===== config.mk =====
export PLATFORM = sky130hd
export DESIGN_NAME = cmd_timing_gate_flat
export DESIGN_NICKNAME = d
export VERILOG_FILES = /design/src/rtl/cmd_timing_gate_if.sv /design/src/rtl/cmd_timing_gate.sv /design/src/flat_wrapper.sv
export SDC_FILE = /design/constraint.sdc
export NUM_CORES = 1
export LEC_CHECK = 0
export CELL_PAD_IN_SITES_DETAIL_PLACEMENT = 0
export CELL_PAD_IN_SITES_GLOBAL_PLACEMENT = 1
export CORE_AREA = 2 2 439 441
export CTS_CLUSTER_DIAMETER = 80
export DETAILED_ROUTE_END_ITERATION = 10
export DIE_AREA = 0 0 441 443
export PLACE_DENSITY = 0.34
export SETUP_SLACK_MARGIN = 0.4
export SYNTH_ARGS = -nofsm -noshare
export SYNTH_HDL_FRONTEND = slang
export SYNTH_SLANG_ARGS = --single-unit

===== constraint.sdc =====
create_clock -name clk -period 3.1 [get_ports clk]
set_input_delay 0.31 -clock clk [delete_from_list [all_inputs] [get_ports clk]]
set_output_delay 0.31 -clock clk [all_outputs]
set_load 0.05 [all_outputs]

===== src/rtl/cmd_timing_gate_if.sv =====
// Request / issue / timing-select bundle between a command scheduler and cmd_timing_gate.
// master = scheduler side (drives requests), slave = gate side.
interface cmd_timing_gate_if #(
   parameter int CMD_TYPE_WIDTH = 3,
   parameter int RNK_SEL_WIDTH  = 1,
   parameter int BG_SEL_WIDTH   = 2,
   parameter int BNK_SEL_WIDTH  = 2
);
   // Handshake: a request transfers on a rising clk edge where req_valid && req_ready.
   // req_ready never depends on req_valid; the requester holds its payload until accepted.
   logic                      req_valid;
   logic                      req_ready;
   logic [CMD_TYPE_WIDTH-1:0] req_cmd;
   logic [RNK_SEL_WIDTH-1:0]  req_rnk;
   logic [BG_SEL_WIDTH-1:0]   req_bg;
   logic [BNK_SEL_WIDTH-1:0]  req_bnk;

   logic                      issue_valid;
   logic [CMD_TYPE_WIDTH-1:0] issue_cmd;
   logic [RNK_SEL_WIDTH-1:0]  issue_rnk;
   logic [BG_SEL_WIDTH-1:0]   issue_bg;
   logic [BNK_SEL_WIDTH-1:0]  issue_bnk;

   logic [CMD_TYPE_WIDTH-1:0] tm_sel_cmd;
   logic [RNK_SEL_WIDTH-1:0]  tm_sel_rnk;
   logic [BG_SEL_WIDTH-1:0]   tm_sel_bg;
   logic [BNK_SEL_WIDTH-1:0]  tm_sel_bnk;

   modport master (
      output req_valid, req_cmd, req_rnk, req_bg, req_bnk,
      input  req_ready,
      input  issue_valid, issue_cmd, issue_rnk, issue_bg, issue_bnk,
      input  tm_sel_cmd, tm_sel_rnk, tm_sel_bg, tm_sel_bnk
   );

   modport slave (
      input  req_valid, req_cmd, req_rnk, req_bg, req_bnk,
      output req_ready,
      output issue_valid, issue_cmd, issue_rnk, issue_bg, issue_bnk,
      output tm_sel_cmd, tm_sel_rnk, tm_sel_bg, tm_sel_bnk
   );
endinterface


===== src/rtl/cmd_timing_gate.sv =====
// Holds one candidate DRAM command until the registered timing counters allow it, then issues it.
// Optional CMD_GATE_STALL_CNT_EN adds a saturating 16-bit stall_cnt output.
module cmd_timing_gate #(
   parameter int NUM_RNK               = 1,
   parameter int NUM_BG                = 4,
   parameter int NUM_BNK               = 4,
   parameter int RNK_SEL_WIDTH         = 1,
   parameter int BG_SEL_WIDTH          = 2,
   parameter int BNK_SEL_WIDTH         = 2,
   parameter int CMD_TYPE_WIDTH        = 3,
   parameter int TIME_CONSTRAINT_WIDTH = 8,
   parameter logic [CMD_TYPE_WIDTH-1:0] NOP_BITS  = 0,
   parameter logic [CMD_TYPE_WIDTH-1:0] PRE_BITS  = 1,
   parameter logic [CMD_TYPE_WIDTH-1:0] ACT_BITS  = 2,
   parameter logic [CMD_TYPE_WIDTH-1:0] RD_BITS   = 3,
   parameter logic [CMD_TYPE_WIDTH-1:0] WR_BITS   = 4,
   parameter logic [CMD_TYPE_WIDTH-1:0] RDA_BITS  = 5,
   parameter logic [CMD_TYPE_WIDTH-1:0] WRA_BITS  = 6,
   parameter logic [CMD_TYPE_WIDTH-1:0] PREA_BITS = 7,
   localparam int E  = NUM_RNK * NUM_BG * NUM_BNK,
   localparam int TW = TIME_CONSTRAINT_WIDTH
) (
   input  logic                            clk,
   input  logic                            rst_n,
   cmd_timing_gate_if.slave                bus,
   output logic [E-1:0][3:0][TW-1:0]       tm_cmd_counter_i,
   output logic [NUM_RNK-1:0][3:0][TW-1:0] tm_faw_counter_i,
   output logic [NUM_RNK-1:0][3:0]         tm_faw_valid_i,
   input  logic [E-1:0][3:0][TW-1:0]       tm_cmd_counter_o,
   input  logic [NUM_RNK-1:0][3:0][TW-1:0] tm_faw_counter_o,
   input  logic [NUM_RNK-1:0][3:0]         tm_faw_valid_o
`ifdef CMD_GATE_STALL_CNT_EN
   ,
   output logic [15:0]                     stall_cnt
`endif
);

   localparam int IDXW    = RNK_SEL_WIDTH + BG_SEL_WIDTH + BNK_SEL_WIDTH;
   localparam int RNK_SHF = BG_SEL_WIDTH + BNK_SEL_WIDTH;

   typedef enum logic {
      S_IDLE = 1'b0,
      S_PEND = 1'b1
   } state_t;

   state_t                    r_state;
   state_t                    w_state_nxt;
   logic [CMD_TYPE_WIDTH-1:0] r_cmd;
   logic [RNK_SEL_WIDTH-1:0]  r_rnk;
   logic [BG_SEL_WIDTH-1:0]   r_bg;
   logic [BNK_SEL_WIDTH-1:0]  r_bnk;

   logic                      r_issue_valid;
   logic [CMD_TYPE_WIDTH-1:0] r_issue_cmd;
   logic [RNK_SEL_WIDTH-1:0]  r_issue_rnk;
   logic [BG_SEL_WIDTH-1:0]   r_issue_bg;
   logic [BNK_SEL_WIDTH-1:0]  r_issue_bnk;

   logic [IDXW-1:0]           w_bank_idx;
   logic [3:0][TW-1:0]        w_slots;
   logic [3:0]                w_faw_valid;
   logic                      w_prea_ok;
   logic                      w_rule_ok;
   logic                      w_legal;
   logic                      w_ready;
   logic                      w_accept;
   logic                      w_load;
   logic                      w_clear;

   assign w_bank_idx = {r_rnk, r_bg, r_bnk};

   // Counter lookups are scanned rather than indexed so out-of-range selects read as zero.
   always_comb begin
      w_slots     = '0;
      w_faw_valid = '0;
      w_prea_ok   = 1'b1;
      for (int e = 0; e < E; e++) begin
         if (e == int'(w_bank_idx)) begin
            w_slots = tm_cmd_counter_i[e];
         end
         if (((e >> RNK_SHF) == int'(r_rnk)) && (tm_cmd_counter_i[e][0] != '0)) begin
            w_prea_ok = 1'b0;
         end
      end
      for (int r = 0; r < NUM_RNK; r++) begin
         if (r == int'(r_rnk)) begin
            w_faw_valid = tm_faw_valid_i[r];
         end
      end
   end

   always_comb begin
      w_rule_ok = 1'b0;
      case (r_cmd)
         PRE_BITS:           w_rule_ok = (w_slots[0] == '0);
         ACT_BITS:           w_rule_ok = (w_slots[1] == '0) && (w_faw_valid != 4'b1111);
         RD_BITS, RDA_BITS:  w_rule_ok = (w_slots[2] == '0);
         WR_BITS, WRA_BITS:  w_rule_ok = (w_slots[3] == '0);
         PREA_BITS:          w_rule_ok = w_prea_ok;
         default:            w_rule_ok = 1'b0;
      endcase
   end

   assign w_legal       = (r_state == S_PEND) && w_rule_ok;
   assign w_ready       = (r_state == S_IDLE) || w_legal;
   assign w_accept      = bus.req_valid && w_ready && (bus.req_cmd != NOP_BITS);
   assign bus.req_ready = w_ready;

   always_comb begin
      w_state_nxt = r_state;
      w_load      = 1'b0;
      w_clear     = 1'b0;
      case (r_state)
         S_IDLE: begin
            if (w_accept) begin
               w_state_nxt = S_PEND;
               w_load      = 1'b1;
            end
         end
         S_PEND: begin
            // A legal held command frees the slot; a same-cycle accept refills it.
            if (w_legal) begin
               if (w_accept) begin
                  w_load = 1'b1;
               end else begin
                  w_state_nxt = S_IDLE;
                  w_clear     = 1'b1;
               end
            end
         end
         default: w_state_nxt = S_IDLE;
      endcase
   end

   always_ff @(posedge clk or negedge rst_n) begin
      if (!rst_n) begin
         r_state <= S_IDLE;
         r_cmd   <= NOP_BITS;
         r_rnk   <= '0;
         r_bg    <= '0;
         r_bnk   <= '0;
      end else begin
         r_state <= w_state_nxt;
         if (w_load) begin
            r_cmd <= bus.req_cmd;
            r_rnk <= bus.req_rnk;
            r_bg  <= bus.req_bg;
            r_bnk <= bus.req_bnk;
         end else if (w_clear) begin
            r_cmd <= NOP_BITS;
            r_rnk <= '0;
            r_bg  <= '0;
            r_bnk <= '0;
         end
      end
   end

   assign bus.tm_sel_cmd = w_legal ? r_cmd : NOP_BITS;
   assign bus.tm_sel_rnk = w_legal ? r_rnk : '0;
   assign bus.tm_sel_bg  = w_legal ? r_bg  : '0;
   assign bus.tm_sel_bnk = w_legal ? r_bnk : '0;

   always_ff @(posedge clk or negedge rst_n) begin
      if (!rst_n) begin
         r_issue_valid <= 1'b0;
         r_issue_cmd   <= NOP_BITS;
         r_issue_rnk   <= '0;
         r_issue_bg    <= '0;
         r_issue_bnk   <= '0;
      end else begin
         r_issue_valid <= w_legal;
         r_issue_cmd   <= w_legal ? r_cmd : NOP_BITS;
         r_issue_rnk   <= w_legal ? r_rnk : '0;
         r_issue_bg    <= w_legal ? r_bg  : '0;
         r_issue_bnk   <= w_legal ? r_bnk : '0;
      end
   end

   assign bus.issue_valid = r_issue_valid;
   assign bus.issue_cmd   = r_issue_cmd;
   assign bus.issue_rnk   = r_issue_rnk;
   assign bus.issue_bg    = r_issue_bg;
   assign bus.issue_bnk   = r_issue_bnk;

   // Timing state is owned by the external update logic; this block only pipelines it.
   always_ff @(posedge clk or negedge rst_n) begin
      if (!rst_n) begin
         tm_cmd_counter_i <= '0;
         tm_faw_counter_i <= '0;
         tm_faw_valid_i   <= '0;
      end else begin
         tm_cmd_counter_i <= tm_cmd_counter_o;
         tm_faw_counter_i <= tm_faw_counter_o;
         tm_faw_valid_i   <= tm_faw_valid_o;
      end
   end

`ifdef CMD_GATE_STALL_CNT_EN
   logic [15:0] r_stall_cnt;

   always_ff @(posedge clk or negedge rst_n) begin
      if (!rst_n) begin
         r_stall_cnt <= '0;
      end else if (r_issue_valid) begin
         r_stall_cnt <= '0;
      end else if ((r_state == S_PEND) && !w_legal && (r_stall_cnt != 16'hFFFF)) begin
         r_stall_cnt <= r_stall_cnt + 16'd1;
      end
   end

   assign stall_cnt = r_stall_cnt;
`endif

endmodule


===== src/flat_wrapper.sv =====
// flat-port wrapper written by rule: the top's interface ports become plain ports
module cmd_timing_gate_flat 
#(
   parameter int NUM_RNK               = 1,
   parameter int NUM_BG                = 4,
   parameter int NUM_BNK               = 4,
   parameter int RNK_SEL_WIDTH         = 1,
   parameter int BG_SEL_WIDTH          = 2,
   parameter int BNK_SEL_WIDTH         = 2,
   parameter int CMD_TYPE_WIDTH        = 3,
   parameter int TIME_CONSTRAINT_WIDTH = 8,
   parameter logic [CMD_TYPE_WIDTH-1:0] NOP_BITS  = 0,
   parameter logic [CMD_TYPE_WIDTH-1:0] PRE_BITS  = 1,
   parameter logic [CMD_TYPE_WIDTH-1:0] ACT_BITS  = 2,
   parameter logic [CMD_TYPE_WIDTH-1:0] RD_BITS   = 3,
   parameter logic [CMD_TYPE_WIDTH-1:0] WR_BITS   = 4,
   parameter logic [CMD_TYPE_WIDTH-1:0] RDA_BITS  = 5,
   parameter logic [CMD_TYPE_WIDTH-1:0] WRA_BITS  = 6,
   parameter logic [CMD_TYPE_WIDTH-1:0] PREA_BITS = 7,
   localparam int E  = NUM_RNK * NUM_BG * NUM_BNK,
   localparam int TW = TIME_CONSTRAINT_WIDTH
)
  (clk, rst_n, tm_cmd_counter_i, tm_faw_counter_i, tm_faw_valid_i, tm_cmd_counter_o, tm_faw_counter_o, tm_faw_valid_o, bus_req_valid, bus_req_cmd, bus_req_rnk, bus_req_bg, bus_req_bnk, bus_req_ready, bus_issue_valid, bus_issue_cmd, bus_issue_rnk, bus_issue_bg, bus_issue_bnk, bus_tm_sel_cmd, bus_tm_sel_rnk, bus_tm_sel_bg, bus_tm_sel_bnk);
  cmd_timing_gate_if #(.CMD_TYPE_WIDTH(CMD_TYPE_WIDTH), .RNK_SEL_WIDTH(RNK_SEL_WIDTH), .BG_SEL_WIDTH(BG_SEL_WIDTH), .BNK_SEL_WIDTH(BNK_SEL_WIDTH)) bus_i ();
  input  logic clk;
  input  logic rst_n;
  output logic [E-1:0][3:0][TW-1:0] tm_cmd_counter_i;
  output logic [NUM_RNK-1:0][3:0][TW-1:0] tm_faw_counter_i;
  output logic [NUM_RNK-1:0][3:0] tm_faw_valid_i;
  input  logic [E-1:0][3:0][TW-1:0] tm_cmd_counter_o;
  input  logic [NUM_RNK-1:0][3:0][TW-1:0] tm_faw_counter_o;
  input  logic [NUM_RNK-1:0][3:0] tm_faw_valid_o;
  input wire logic [$bits(bus_i.req_valid)-1:0] bus_req_valid;
  input wire logic [$bits(bus_i.req_cmd)-1:0] bus_req_cmd;
  input wire logic [$bits(bus_i.req_rnk)-1:0] bus_req_rnk;
  input wire logic [$bits(bus_i.req_bg)-1:0] bus_req_bg;
  input wire logic [$bits(bus_i.req_bnk)-1:0] bus_req_bnk;
  output wire logic [$bits(bus_i.req_ready)-1:0] bus_req_ready;
  output wire logic [$bits(bus_i.issue_valid)-1:0] bus_issue_valid;
  output wire logic [$bits(bus_i.issue_cmd)-1:0] bus_issue_cmd;
  output wire logic [$bits(bus_i.issue_rnk)-1:0] bus_issue_rnk;
  output wire logic [$bits(bus_i.issue_bg)-1:0] bus_issue_bg;
  output wire logic [$bits(bus_i.issue_bnk)-1:0] bus_issue_bnk;
  output wire logic [$bits(bus_i.tm_sel_cmd)-1:0] bus_tm_sel_cmd;
  output wire logic [$bits(bus_i.tm_sel_rnk)-1:0] bus_tm_sel_rnk;
  output wire logic [$bits(bus_i.tm_sel_bg)-1:0] bus_tm_sel_bg;
  output wire logic [$bits(bus_i.tm_sel_bnk)-1:0] bus_tm_sel_bnk;
  assign bus_i.req_valid = bus_req_valid;
  assign bus_i.req_cmd = bus_req_cmd;
  assign bus_i.req_rnk = bus_req_rnk;
  assign bus_i.req_bg = bus_req_bg;
  assign bus_i.req_bnk = bus_req_bnk;
  assign bus_req_ready = bus_i.req_ready;
  assign bus_issue_valid = bus_i.issue_valid;
  assign bus_issue_cmd = bus_i.issue_cmd;
  assign bus_issue_rnk = bus_i.issue_rnk;
  assign bus_issue_bg = bus_i.issue_bg;
  assign bus_issue_bnk = bus_i.issue_bnk;
  assign bus_tm_sel_cmd = bus_i.tm_sel_cmd;
  assign bus_tm_sel_rnk = bus_i.tm_sel_rnk;
  assign bus_tm_sel_bg = bus_i.tm_sel_bg;
  assign bus_tm_sel_bnk = bus_i.tm_sel_bnk;
  cmd_timing_gate #(.NUM_RNK(NUM_RNK), .NUM_BG(NUM_BG), .NUM_BNK(NUM_BNK), .RNK_SEL_WIDTH(RNK_SEL_WIDTH), .BG_SEL_WIDTH(BG_SEL_WIDTH), .BNK_SEL_WIDTH(BNK_SEL_WIDTH), .CMD_TYPE_WIDTH(CMD_TYPE_WIDTH), .TIME_CONSTRAINT_WIDTH(TIME_CONSTRAINT_WIDTH), .NOP_BITS(NOP_BITS), .PRE_BITS(PRE_BITS), .ACT_BITS(ACT_BITS), .RD_BITS(RD_BITS), .WR_BITS(WR_BITS), .RDA_BITS(RDA_BITS), .WRA_BITS(WRA_BITS), .PREA_BITS(PREA_BITS)) u_core (.clk(clk), .rst_n(rst_n), .bus(bus_i), .tm_cmd_counter_i(tm_cmd_counter_i), .tm_faw_counter_i(tm_faw_counter_i), .tm_faw_valid_i(tm_faw_valid_i), .tm_cmd_counter_o(tm_cmd_counter_o), .tm_faw_counter_o(tm_faw_counter_o), .tm_faw_valid_o(tm_faw_valid_o));
endmodule

==> results.tsv, run 1 <==
metric	value	unit
cts_made_buffers	80	
starting_density_of_the_core	0.100	
timing.fmax	0.210	GHz
synth_largest_type_area_fraction	0.740	
design.die.area	195000	sq um
grt_first_pass_wirelength	247	mm
worst-slew-pin-transition	0.918	ns
critPathKind	flip-flop to primary output	
post-synth-top-area-cell	sky130_fd_sc_hd__dfrtp_1	
pin_count	1125	
clock_tree.buffer_depth	3	
layout.nets	4087	
die_y	443	um
port_buffers	1124	
synth_nets	1922	
power_density	472	nW/um^2
die-width	441	um
detailedRoute.firstIterationViolations	1143	
totalPowerFinal	21900	uW
via_count	21500	
synth-main-ff-cell	sky130_fd_sc_hd__dfrtp_1	
layout-drive-gt1-share	0.219	
detail_route.wl_per_cell	31.6	um
avgViaCountPerCell	3.51	
route.met3.wl	9.01	mm
synth_sequential_area_ratio	0.740	
fin_ws	-1.66	ns
area_growth_syn_to_layout	143	%
run_status	finished with violations	
grt_antenna_before_repair	56	
hold_violations	0	
pin_count_of_the_biggest_net_entering_global_routing	59	
avgSynthCellArea	14.0	sq um
global_route_total_overflow	0	
cts-htree-levels	3	
timing.clock.skew	0.0380	ns
first_global_vias	23800	
rows	161	
setup.reg_to_reg.worst_slack	-1.30	ns
mappedNetlistArea	19100	sq um
timing_max_transition_violations_final	0	
min_path_type	input port to flip-flop	
synth_cells	1363	
crit_arrival	4.45	ns
critPathRequiredTime	2.79	ns
power_leakage	0.0187	uW
clock_tree.root_cell	sky130_fd_sc_hd__clkbuf_16	
route.detailed.drc	0	
max_cap_check_violation_count	0	
final_period_utilization	1.54	
clock_sinks	566	
postLayoutCoreUtil	0.243	
length_of_routed_met2_wiring	102	mm
dp_slack	-1.38	ns
number_of_flops_mapped_to_enable_cells_by_yosys	0	
cts.clk_slew.worst_paths	0.06	ns
route.layer.met1.wl	76.6	mm
grt_setup_unrepaired	yes	
grt_use_total	0.194	
timing.hold.ws	0.0750	ns
worst-path-max-fanout	8	
worstSetupEndpointType	primary output	
worst_ir_drop_vdd	366	uV
ys_warn_count	0	
largest_cells_by_area_after_synthesis	sky130_fd_sc_hd__dfrtp_1, sky130_fd_sc_hd__a21oi_1, sky130_fd_sc_hd__o21ai_0	
place.detailed.hpwl	166	mm
clock_tree_from_tritoncts	built	
synth.ff_latch_count	566	
gp_routability_congestion	0.858	
clk-insertion-delay-late	0.74	ns
time_the_worst_path_needs_with_i_o_delays_and_setup	4.76	ns
highest_layer	met5	
synth-async-reset-ratio	1.00	
netlist-cell-type-count	91	
postRouteAntennaNets	0	
max-slew-margin-rel	0.383	
violations	negative setup slack	
final_setup_violations	27	
dr.pass1.iters	5	
core-area	191000	sq um
crit_path_start_kind	flip-flop	
drt_wl_total	194	mm
==> metal layers <==
layer | vias to the layer above | GRT usage
li1 | 9476 | -
met1 | 11000 | 0.224
met2 | 794 | 0.358
met3 | 218 | 0.0367
met4 | 24 | 0.0569
met5 | - | 0
==> synthesized netlist by cell type (6+ instances only) <==
library cell	number
sky130_fd_sc_hd__a31oi_1	9
sky130_fd_sc_hd__nor2_1	55
sky130_fd_sc_hd__or4_1	8
sky130_fd_sc_hd__buf_4	15
sky130_fd_sc_hd__o221ai_1	12
sky130_fd_sc_hd__a22oi_1	17
sky130_fd_sc_hd__nand4_1	11
sky130_fd_sc_hd__a21oi_1	91
sky130_fd_sc_hd__o21ai_0	84
sky130_fd_sc_hd__clkbuf_1	20
sky130_fd_sc_hd__buf_2	27
sky130_fd_sc_hd__o211ai_1	9
sky130_fd_sc_hd__and2_1	10
sky130_fd_sc_hd__o31ai_1	6
sky130_fd_sc_hd__nor3_1	33
sky130_fd_sc_hd__nor2b_1	11
sky130_fd_sc_hd__nand2_1	74
sky130_fd_sc_hd__or3_1	7
sky130_fd_sc_hd__a221oi_1	21
sky130_fd_sc_hd__a32o_1	9
sky130_fd_sc_hd__dfrtp_1	566
sky130_fd_sc_hd__o22ai_1	16
sky130_fd_sc_hd__nor4_1	50
sky130_fd_sc_hd__mux2i_1	12
sky130_fd_sc_hd__a211oi_1	10
sky130_fd_sc_hd__o2111ai_1	6
sky130_fd_sc_hd__inv_1	12
sky130_fd_sc_hd__nand3_1	17
sky130_fd_sc_hd__a2bb2oi_1	6
sky130_fd_sc_hd__a221o_1	8
sky130_fd_sc_hd__a21o_1	8
sky130_fd_sc_hd__nand2b_1	9
sky130_fd_sc_hd__a32oi_1	7
==> cells in the final DEF (no fill, tap or decap), types with 7 or more instances in the layout <==
| cell | instances |
|---|---|
| sky130_fd_sc_hd__clkdlybuf4s50_1 | 1100 |
| sky130_fd_sc_hd__dfrtp_1 | 561 |
| sky130_fd_sc_hd__dlygate4sd3_1 | 519 |
| sky130_fd_sc_hd__buf_4 | 431 |
| sky130_fd_sc_hd__clkbuf_16 | 82 |
| sky130_fd_sc_hd__a21oi_1 | 81 |
| sky130_fd_sc_hd__o21ai_0 | 76 |
| sky130_fd_sc_hd__nand2_1 | 71 |
| sky130_fd_sc_hd__buf_12 | 56 |
| sky130_fd_sc_hd__nor2_1 | 47 |
| sky130_fd_sc_hd__nor4_1 | 46 |
| sky130_fd_sc_hd__nor3_1 | 25 |
| sky130_fd_sc_hd__buf_6 | 22 |
| sky130_fd_sc_hd__clkbuf_1 | 18 |
| sky130_fd_sc_hd__diode_2 | 17 |
| sky130_fd_sc_hd__clkbuf_8 | 17 |
| sky130_fd_sc_hd__a221oi_1 | 16 |
| sky130_fd_sc_hd__a22oi_1 | 15 |
| sky130_fd_sc_hd__o22ai_1 | 14 |
| sky130_fd_sc_hd__nand3_1 | 13 |
| sky130_fd_sc_hd__dlygate4sd2_1 | 13 |
| sky130_fd_sc_hd__nand4_1 | 11 |
| sky130_fd_sc_hd__inv_1 | 10 |
| sky130_fd_sc_hd__a21oi_2 | 10 |
| sky130_fd_sc_hd__nor2b_1 | 9 |
| sky130_fd_sc_hd__nor2_2 | 9 |
| sky130_fd_sc_hd__nand2b_1 | 9 |
| sky130_fd_sc_hd__o211ai_1 | 9 |
| sky130_fd_sc_hd__a32o_1 | 9 |
| sky130_fd_sc_hd__a221o_1 | 8 |
| sky130_fd_sc_hd__o221ai_1 | 8 |
| sky130_fd_sc_hd__and2_4 | 8 |
| sky130_fd_sc_hd__nor3_4 | 7 |
| sky130_fd_sc_hd__or3_1 | 7 |
| sky130_fd_sc_hd__a31oi_1 | 7 |
| sky130_fd_sc_hd__or4_1 | 7 |
| sky130_fd_sc_hd__a21o_1 | 7 |
==> what timing repair did <==
action,in CTS,in global routing
setup buffers,17,20
hold buffers,519,0
endpoints found under the hold margin,544,0
pin swaps,22,27
endpoints found under the setup margin,40,27
cloned,1,2
gates resized for setup,105,61
==> kinds of logic after synthesis <==
group | Yosys count | synth area share
AND/OR/NAND/NOR | 328 | 0.0958
buffers and inverters | 79 | 0.0218
multiplexers | 16 | 0.00863
flip-flops | 566 | 0.740
AO/OA/AOI/OAI | 373 | 0.134
XOR/XNOR | 1 | 0.000458
==> registers in the layout, summed over array words and instances (netlist names), 3 cells and up <==
register,count
u_core.bus.issue_cmd,3
u_core.r_cmd,3
u_core.tm_cmd_counter_i,512
u_core.tm_faw_counter_i,32
u_core.tm_faw_valid_i,4
==> final cells by class <==
class,instances,area (sq um)
diodes,17,42.5
clock buffers,115,2300
clock inverters,25,349
fillers,20400,145000
inverters,12,48.8
multi-input cells,718,5260
flip-flops and latches,566,14200
well taps,2526,3160
repair buffers,2150,21100
==> worst paths after layout <==
path | start | endpoint | cells past startpoint
worst min register to register | u_core.r_cmd[1]$_DFFE_PN0P_ | u_core.r_cmd[1]$_DFFE_PN0P_ | 1
min in group asynchronous | rst_n | u_core.tm_cmd_counter_i[127]$_DFF_PN0_ | 2
worst min-delay path | tm_faw_counter_o[22] | u_core.tm_faw_counter_i[22]$_DFF_PN0_ | 1
worst max-delay path | u_core.r_bnk[1]$_DFFE_PN0P_ | bus_tm_sel_cmd[2] | 13
worst max register to register | u_core.r_rnk$_DFFE_PN0P_ | u_core.r_bnk[1]$_DFFE_PN0P_ | 25
max in group asynchronous | rst_n | u_core.tm_cmd_counter_i[115]$_DFF_PN0_ | 3
==> metrics by stage <==
step	std cells	area, sq um	setup TNS, ns
after floorplan	1363	19200	0
after global placement	5413	37500	-28.94
after detailed placement	5413	37500	-30.87
after CTS	6090	45900	-24.18
after global routing	6125	46400	-32.14
final	6129	46400	-30.36
==> where the power goes <==
group	internal [uW]	switching, uW	total, uW
logic	1840	2320	4160
registers	7760	534	8290
clock network	5530	3940	9480
==> worst max-delay path, stage by stage (launching register included) <==
cell	delay, ns
sky130_fd_sc_hd__dfrtp_4	0.50
sky130_fd_sc_hd__buf_12	0.16
sky130_fd_sc_hd__or4b_4	0.66
sky130_fd_sc_hd__nor3_4	0.17
sky130_fd_sc_hd__a311oi_2	0.09
sky130_fd_sc_hd__a221oi_2	0.41
sky130_fd_sc_hd__nor3_2	0.09
sky130_fd_sc_hd__nor4_4	0.37
sky130_fd_sc_hd__o2111ai_2	0.22
sky130_fd_sc_hd__o211a_4	0.22
sky130_fd_sc_hd__a31oi_4	0.30
sky130_fd_sc_hd__clkbuf_16	0.21
sky130_fd_sc_hd__and2_4	0.16
sky130_fd_sc_hd__buf_12	0.13
Power figures use the tool's default switching activity.
==> run 2: changes to the inputs <==
CORE_AREA = 2 2 435 437   (was 2 2 439 441)
DIE_AREA = 0 0 437 439   (was 0 0 441 443)
DONT_BUFFER_PORTS = 1   (was unset)
PLACE_DENSITY = 0.3   (was 0.34)
==> run 2 against run 1 <==
  * The run still ends with negative setup slack left
  * Core utilization is 3.4 points lower
  * Final area is 16% lower
  * Routed wire length is 11% lower
  * Via count is 10% lower
  * Sequential cell count stayed put
  * Power is 4.5% lower
  * Maximum frequency is 6.8% higher
==> results.tsv, run 2 (synthesis gave the netlist of run 1 again) <==
metric	value	unit
layout.nets	3455	
pint	14400	uW
pin_count_of_the_biggest_net_entering_global_routing	567	
critPathSlowestCell	sky130_fd_sc_hd__dfrtp_4	
switchingPower	6500	uW
critPathKind	flip-flop to primary output	
mostFrequentLayoutCells	sky130_fd_sc_hd__buf_4, sky130_fd_sc_hd__dfrtp_1, sky130_fd_sc_hd__dlygate4sd3_1, sky130_fd_sc_hd__clkbuf_16, sky130_fd_sc_hd__a21oi_1	
largest-register	u_core.tm_cmd_counter_i	
layout-drive-gt1-share	0.422	
drt_wl_total	172	mm
fin_cells	5463	
clock_tree.root_cell	sky130_fd_sc_hd__clkbuf_16	
final_setup_violations	27	
dr.pass1.iters	5	
clock_sinks	566	
grt_setup_unrepaired	yes	
hold_violations	0	
worst_path_most_repeated_cell	sky130_fd_sc_hd__buf_4	
grt_busiest_layer	met2	
worstPathCellList	buf_8 -> buf_4 -> nor4b_4 -> buf_4 -> buf_4 -> a221o_1 -> a31oi_4 -> o2111ai_4 -> a2111o_1 -> o211a_4 -> a31oi_4 -> buf_12 -> and2_4	
commonest_non_fill_non_tap_cell_in_the_layout	sky130_fd_sc_hd__buf_4	
final_period_utilization	1.44	
grt.met3_usage	0.0297	
totalPowerFinal	20900	uW
timing.clock.skew	0.0316	ns
p_sw_frac	0.310	
postLayoutCoreUtil	0.209	
core-area	187000	sq um
critPathRequiredTime	2.79	ns
place.detailed.hpwl	146	mm
clock_tree_from_tritoncts	built	
grt_first_pass_wirelength	219	mm
area_growth_syn_to_layout	104	%
p_clk_frac	0.452	
pin_count	1125	
worst_ir_drop_vdd	448	uV
power_frac_comb	0.148	
fin_ws	-1.36	ns
time_the_worst_path_needs_with_i_o_delays_and_setup	4.46	ns
crit_path_start_kind	flip-flop	
timing.fmax	0.224	GHz
worstSetupEndpointType	primary output	
design.die.area	192000	sq um
grt_use_met1	0.207	
numPlacedInstances	4721	
postRouteAntennaNets	0	
final.setup.tns	-26.70	ns
cts_made_buffers	79	
run_status	finished with violations	
gp_routability_congestion	0.853	
cts-htree-levels	3	
dp_slack	-1.36	ns
timing_max_transition_violations_final	0	
avgViaCountPerCell	3.54	
grt_use_total	0.173	
critical-path-max-stage-delay	0.53	ns
violations	negative setup slack	
die-width	437	um
first_global_vias	21500	
crit_arrival	4.15	ns
via_count	19400	
rows	159	
detail_route.wl_per_cell	31.4	um
share_seq_of_total_power	0.401	
port_buffers	0	
leading_registers_by_flop_count	u_core.tm_cmd_counter_i: 512 flops, u_core.tm_faw_counter_i: 32 flops, u_core.tm_faw_valid_i: 4 flops	
power_leakage	0.0167	uW
route.detailed.drc	0	
power_density	536	nW/um^2
grt_antenna_before_repair	31	
cts.clk_slew.worst_paths	0.06	ns
clock_tree.buffer_depth	3	
use_met2	0.312	
detailedRoute.firstIterationViolations	990	
starting_density_of_the_core	0.102	
die_y	439	um
clk-insertion-delay-late	0.71	ns
worst-slew-pin-transition	1.12	ns
min_path_type	input port to flip-flop	
worst-path-max-fanout	13	
max-slew-margin-rel	0.248	
largest_register_ff_count	512	
max_cap_check_violation_count	0	
global_route_total_overflow	0	
==> run 2: changes by cell type in the layout (fill, tap and decap cells not counted), sizes merged, moves of 3 or more <==
cell,previous run,this run
diode,17,8
buf,516,961
clkinvlp,5,2
inv,18,29
clkbuf,117,110
clkdlybuf4s50,1100,0
dlygate4sd3,519,558
dlygate4sd2,13,0
==> run 2: path summary, 6_finish.rpt <==
kind                                              from                                      to  slack [ns]  cells after the start
max                        u_core.r_bnk[1]$_DFFE_PN0P_                       bus_tm_sel_cmd[0]       -1.36                     13
min                              tm_cmd_counter_o[449]  u_core.tm_cmd_counter_i[449]$_DFF_PN0_        0.14                      1
max reg2reg                u_core.r_bnk[1]$_DFFE_PN0P_             u_core.r_bnk[1]$_DFFE_PN0P_       -1.28                     23
min reg2reg                u_core.r_cmd[1]$_DFFE_PN0P_             u_core.r_cmd[1]$_DFFE_PN0P_        0.68                      2
max in group asynchronous                        rst_n    u_core.tm_faw_counter_i[0]$_DFF_PN0_        0.75                      4
min in group asynchronous                        rst_n  u_core.tm_cmd_counter_i[121]$_DFF_PN0_        0.17                      2
==> run 2: what timing repair did <==
| item | CTS | global route |
|---|---|---|
| setup endpoints to repair | 27 | 27 |
| buffers inserted | 21 | 6 |
| hold buffers | 557 | 2 |
| pin swaps | 12 | 28 |
| hold endpoints to repair | 1123 | 258 |
| gates resized for setup | 108 | 92 |
==> run 2: worst max-delay path, delay by kind of cell (launching register included) <==
kind	cells	cell delay [ns]
flip-flops	1	0.53
buffers and inverters	5	0.81
AND/OR/NAND/NOR	2	0.38
AO/OA/AOI/OAI	6	1.71
==> run 2: power by group through the flow <==
stage	registers (uW)	clock network (uW)	logic, uW
after global placement	8530	0	2310
after global routing	8420	10100	3200
after detailed placement	8530	0	2300
final	8390	9450	3090
after floorplan	9390	0	81.1
after CTS	8410	9820	2950
==> run 2: final cells by class <==
cell class	count	area, sq um
inverter	12	45.0
clock buffer	110	2250
tap	2495	3120
fill	20300	148000
clock inverter	35	473
multi-input combinational	718	5450
timing repair buffer	1519	13600
antenna	8	20.0
sequential	566	14200
==> run 2: routing by layer <==
metal / wire [um] / vias up
met5: 60 / -
met4: 6070 / 10
met3: 6720 / 210
met2: 88800 / 836
met1: 69900 / 10100
li1: - / 8176
==> run 2: per-stage QoR <==
stage | hold slack [ns] | cell area (sq um)
final | 0.140 | 39100
after global routing | 0.0867 | 39100
after CTS | -0.757 | 38400
after detailed placement | 0.0409 | 29500
after global placement | 0.0386 | 29500
after floorplan | 0.0144 | 19200
